<file path="config.mk">
export PLATFORM = sky130hd
export DESIGN_NAME = muldiv_unit
export DESIGN_NICKNAME = d
export VERILOG_FILES = /design/src/rtl/muldiv_unit.sv
export SDC_FILE = /design/constraint.sdc
export NUM_CORES = 1
export LEC_CHECK = 0
export CAP_MARGIN = 0
export CORE_MARGIN = 3
export CORE_UTILIZATION = 43
export DETAILED_ROUTE_END_ITERATION = 12
export HOLD_SLACK_MARGIN = 0.02
export MAX_ROUTING_LAYER = met4
export SLEW_MARGIN = 10
export SYNTH_ARGS = -nofsm -noshare
export SYNTH_HDL_FRONTEND = slang
export SYNTH_SLANG_ARGS = --single-unit
</file>
<file path="constraint.sdc">
create_clock -name clk -period 4.1 [get_ports clk]
set_clock_uncertainty 0.05 [all_clocks]
set_input_delay 0.82 -clock clk [delete_from_list [all_inputs] [get_ports clk]]
set_output_delay 0.82 -clock clk [all_outputs]
set_load 0.01 [all_outputs]
</file>
<file path="src/rtl/muldiv_unit.sv">
// Iterative unsigned multiply/divide: shift-add multiply, restoring divide,
// one operand bit per cycle, fixed latency independent of operand values.
module muldiv_unit #(
  parameter int BITS = 64
) (
  input  logic            clk,
  input  logic            reset,
  input  logic            Start,
  input  logic [1:0]      Op,
  input  logic [BITS-1:0] SrcA,
  input  logic [BITS-1:0] SrcB,
  output logic            Busy,
  output logic            Done,
  output logic [BITS-1:0] Result,
  output logic            DivZero
);

  localparam int CW = $clog2(BITS);

  typedef enum logic [1:0] {IDLE, RUN, DONE} state_t;

  state_t          state_q;
  logic [1:0]      op_q;
  logic [BITS-1:0] opnd_q;
  logic [BITS-1:0] hi_q, hi_d;
  logic [BITS-1:0] lo_q, lo_d;
  logic [CW-1:0]   cnt_q;
  logic [BITS:0]   sum, shifted, trial;

  // hi/lo form one double-width register: product for multiply,
  // remainder:dividend/quotient for divide. opnd_q is the adder operand.
  always_comb begin
    sum     = {1'b0, hi_q} + (lo_q[0] ? {1'b0, opnd_q} : '0);
    shifted = {hi_q, lo_q[BITS-1]};
    trial   = shifted - {1'b0, opnd_q};
    hi_d    = hi_q;
    lo_d    = lo_q;
    if (!op_q[1]) begin
      hi_d = sum[BITS:1];
      lo_d = {sum[0], lo_q[BITS-1:1]};
    end else if (!trial[BITS]) begin
      hi_d = trial[BITS-1:0];
      lo_d = {lo_q[BITS-2:0], 1'b1};
    end else begin
      hi_d = shifted[BITS-1:0];
      lo_d = {lo_q[BITS-2:0], 1'b0};
    end
  end

  always_ff @(posedge clk) begin
    if (reset) begin
      state_q <= IDLE;
      op_q    <= '0;
      opnd_q  <= '0;
      hi_q    <= '0;
      lo_q    <= '0;
      cnt_q   <= '0;
      Busy    <= 1'b0;
      Done    <= 1'b0;
      Result  <= '0;
      DivZero <= 1'b0;
    end else begin
      case (state_q)
        IDLE: begin
          if (Start) begin
            op_q    <= Op;
            opnd_q  <= Op[1] ? SrcB : SrcA;
            lo_q    <= Op[1] ? SrcA : SrcB;
            hi_q    <= '0;
            cnt_q   <= '0;
            Busy    <= 1'b1;
            state_q <= RUN;
          end
        end
        RUN: begin
          hi_q  <= hi_d;
          lo_q  <= lo_d;
          cnt_q <= cnt_q + CW'(1);
          if (cnt_q == CW'(BITS - 1)) begin
            // Low half holds MUL/DIVU, high half MULHU/REMU.
            Result  <= op_q[0] ? hi_d : lo_d;
            DivZero <= op_q[1] && (opnd_q == '0);
            Busy    <= 1'b0;
            Done    <= 1'b1;
            state_q <= DONE;
          end
        end
        DONE: begin
          Done    <= 1'b0;
          DivZero <= 1'b0;
          state_q <= IDLE;
        end
        default: state_q <= IDLE;
      endcase
    end
  end

endmodule
</file>
==> flow_summary.yaml <==
detailed_routing:
  drt-initial-drc-count: 3011
  dr.pass1.iters: 6
  via_per_inst: 6.272
  ant_nets: 0
  drc: 0
  wl_per_cell_um: 26.14
  drt-total-wl_um: 104300
  vias: 25010
critical_path:
  cp-start-kind: "flop"
  cp_common_cell: "a21oi_1"
  worstSetupPathType: "reg2reg"
  r2r_end: "Result[12]$_SDFFE_PP0P_"
  endpoint_kind: "flop"
  worstReg2RegStart: "opnd_q[48]$_SDFFE_PP0P_"
  path_cells: "inv_1, ha_1, nand2_1, nor2_1, nand4_1, or4_1, o221ai_4, buf_12, buf_4, a21oi_1, a21oi_1, o211ai_1, a21oi_1"
  critPathRequiredTime_ns: 4.52
  slowest_stage: "dfxtp_1"
  cpPeakStageDelay_ns: 0.61
  path_max_fanout: 17
  cp_data_arrival_time_ns: 4.51
  timing.reg2reg.setup_slack_ns: 0.01
  reg2reg_depth: 13
die:
  dieArea_um2: 53700
  io_pins: 200
  start_util_pct: 43.58
  rows: 82
  core_area_um2: 50270
  die_y_um: 231.7
  fp.dieW_um: 231.7
timing:
  drv_slew: 0
  period_needed_ns: 4.086
  hold_viol_final: 0
  rsz0062_at_grt: "yes"
  fin_setup_tns_ns: 0
  worst_slew_pin_slew_ns: 1.169
  max_freq_mhz: 244.7
  final-setup-viol-count: 0
  post-route-period-util_pct: 99.66
  timing.slew.headroom_pct: 22.10
global_route:
  grt_antenna_before_repair: 7
  grt_pass1_vias: 23780
  overflow: 0
  grt_max_degree: 104
  groute.usage.overall_pct: 38.48
  grt_pass1_wl_um: 152800
placed_design:
  io_buffers: 199
  post-dp-hpwl_um: 80620
  globalplace.congestion: 1.103
clock_network:
  cts_tree: "yes"
  path_clk_slew_ns: 0.06
  clk_path_buf_depth: 3
  numClockSinks: 269
  cts-root-buf: "clkbuf_16"
  htree_num_levels: 2
  insertion_delay_ns: 0.58
  cts_buffers: 34
pwr:
  p_sw_w: 0.003186
  seqPwrFrac_pct: 32.5
  p_clk_share_pct: 36.8
  p_leak_nw: 12.09
  internal_power_w: 0.005841
  switching_share_pct: 35.29
  power_per_cell_area_nw_per_um2: 318.1
  p_comb_share_pct: 30.6
  ir_drop_v: 0.0002551
synth:
  async_flop_share_pct: 0
  synth_nets: 3164
  synth.distinct_cells: 87
  ys_seq_elements: 269
  post_synth_inst_count: 2900
  yosys_warnings: 0
  netlist_area_um2: 21910
  syn_avg_cell_area_um2: 7.556
  ys_seq_area_share_pct: 24.58
  yosys_most_used_dff: "dfxtp_1"
  synth_edf_count: 0
worst_hold_path:
  min_path_cells: 2
  worstHoldEndpoint: "Result[42]$_SDFFE_PP0P_"
  hp-start: "Result[42]$_SDFFE_PP0P_"
  hold_path.class: "reg2reg"
layout:
  syn_to_final_growth_pct: 29.49
  post-route-util_pct: 56.44
  layout.cells.most_common_list: "339 x buf_4, 330 x a21oi_1, 275 x nor2_1"
  final_common_cell: "buf_4"
  layout-drive-gt1-share_pct: 17.47
  nNetsFinal: 3547
run_status:
  status: "finished clean"
job:
  max_cap_viol_count: 0
## per-layer routing
metal | wire, um | global-route usage (%) | share of wire, % | vias to the layer above
met4 | 2397 | 7.959 | 2.3 | 0
met5 | 0 | - | 0 | -
met1 | 47730 | 55.69 | 46 | 12060
met2 | 42420 | 53.86 | 41 | 1387
li1 | - | - | - | 11420
met3 | 11710 | 9.495 | 11 | 147
## cells in the mapped netlist (7+ instances only)
cell / n / share of area (%)
a211o_1: 9 / 0.36
a211oi_1: 86 / 2.9
a21o_1: 45 / 1.5
a21oi_1: 336 / 7.7
a221oi_1: 12 / 0.48
a22o_1: 21 / 0.84
a22oi_1: 8 / 0.27
a31oi_1: 31 / 0.89
a32o_1: 7 / 0.32
and2_1: 69 / 2.0
and3_1: 20 / 0.57
and4_1: 7 / 0.28
buf_1: 17 / 0.29
buf_2: 15 / 0.34
clkbuf_1: 164 / 2.8
dfxtp_1: 269 / 25
ha_1: 129 / 7.4
inv_1: 102 / 1.7
mux2_2: 32 / 1.6
mux2i_1: 196 / 9.0
nand2_1: 251 / 4.3
nand2b_1: 20 / 0.57
nand3_1: 55 / 1.3
nand4_1: 45 / 1.3
nor2_1: 281 / 4.8
nor2b_1: 19 / 0.54
nor3_1: 40 / 0.91
nor3b_1: 10 / 0.34
nor4_1: 26 / 0.74
o211ai_1: 37 / 1.3
o21a_1: 22 / 0.75
o21ai_0: 191 / 4.4
o21ai_1: 8 / 0.18
o21bai_1: 25 / 0.86
o221a_2: 26 / 1.3
o22ai_1: 23 / 0.66
o31ai_1: 14 / 0.48
or2_2: 9 / 0.26
or3_1: 12 / 0.34
xnor2_1: 62 / 2.5
xor2_1: 50 / 2.0
## repair_timing
action                                 in CTS  in global routing
endpoints found under the hold margin       0                  0
hold buffers                                0                  0
cloned                                      1                  0
setup endpoints to repair                  37                 85
setup buffers                               2                  4
pin swaps                                   6                 16
gates resized for setup                    26                 69
## how the worst max path moves through the flow
stage | startpoint | to | cells after the start
6_report | opnd_q[48]$_SDFFE_PP0P_ | Result[12]$_SDFFE_PP0P_ | 13
3_3_place_gp | opnd_q[53]$_SDFFE_PP0P_ | Result[17]$_SDFFE_PP0P_ | 13
3_5_place_dp | opnd_q[53]$_SDFFE_PP0P_ | Result[24]$_SDFFE_PP0P_ | 13
5_1_grt | lo_q[0]$_SDFFE_PP0P_ | Result[23]$_SDFFE_PP0P_ | 19
4_1_cts | lo_q[0]$_SDFFE_PP0P_ | Result[23]$_SDFFE_PP0P_ | 19
2_1_floorplan | lo_q[0]$_SDFFE_PP0P_ | hi_q[58]$_SDFFE_PP0P_ | 16
## worst max-delay path, delay by kind of cell, from the launching register on
kind	cells	cell delay [ns]
adders and majority gates	1	0.41
AOI/OAI and AO/OA	5	1.28
buffers and inverters	3	0.50
DFF	1	0.61
and+or+nand+nor	4	1.12
## final cells by class
| class | count | area (um^2) |
|---|---|---|
| Fill cell | 4783 | 21900 |
| Multi-Input combinational cell | 2323 | 15700 |
| Sequential cell | 269 | 5405 |
| Timing Repair Buffer | 551 | 4795 |
| Clock buffer | 48 | 1013 |
| Tap cell | 672 | 840.8 |
| Inverter | 104 | 390.4 |
| Clock inverter | 14 | 214.0 |
| Antenna cell | 7 | 17.52 |
## power groups by stage
stage / Sequential, W / Clock [W] / Combinational (W)
floorplan: 0.00290 / 0 / 0.00157
global placement: 0.00297 / 0 / 0.00259
global route: 0.00294 / 0.00346 / 0.00294
finish: 0.00294 / 0.00333 / 0.00276
CTS: 0.00292 / 0.00334 / 0.00265
detailed placement: 0.00298 / 0 / 0.00260
## sequential cells by signal, indices dropped and copies added, names as in the netlist
register	count
opnd_q	64
Busy	1
DivZero	1
Result	64
state_q	2
Done	1
op_q	2
hi_q	64
lo_q	64
cnt_q	6
## per-stage QoR
step | cells | power, W | setup slack (ns) | cell area (um^2) | hold slack, ns
5_1_grt | 3988 | 0.009338 | -0.09633 | 28370 | 0.4234
6_report | 3988 | 0.009026 | 0.01383 | 28370 | 0.4081
2_1_floorplan | 2900 | 0.004465 | 0.5027 | 21910 | 0.3863
3_5_place_dp | 3912 | 0.005575 | -0.4638 | 26710 | 0.4027
3_3_place_gp | 3912 | 0.005562 | -0.4314 | 26710 | 0.3944
4_1_cts | 3977 | 0.008912 | -0.004011 | 28110 | 0.4112
## kinds of logic after synthesis
logic type,synth area share (%)
buffers and inverters,5.482
AOI/OAI and AO/OA,28.30
xor gates and xnor gates,4.477
adders and majority gates,7.549
and+or+nand+nor,18.71
DFF,24.58
muxes,10.91
No activity file was read; power rests on OpenSTA's default activity.
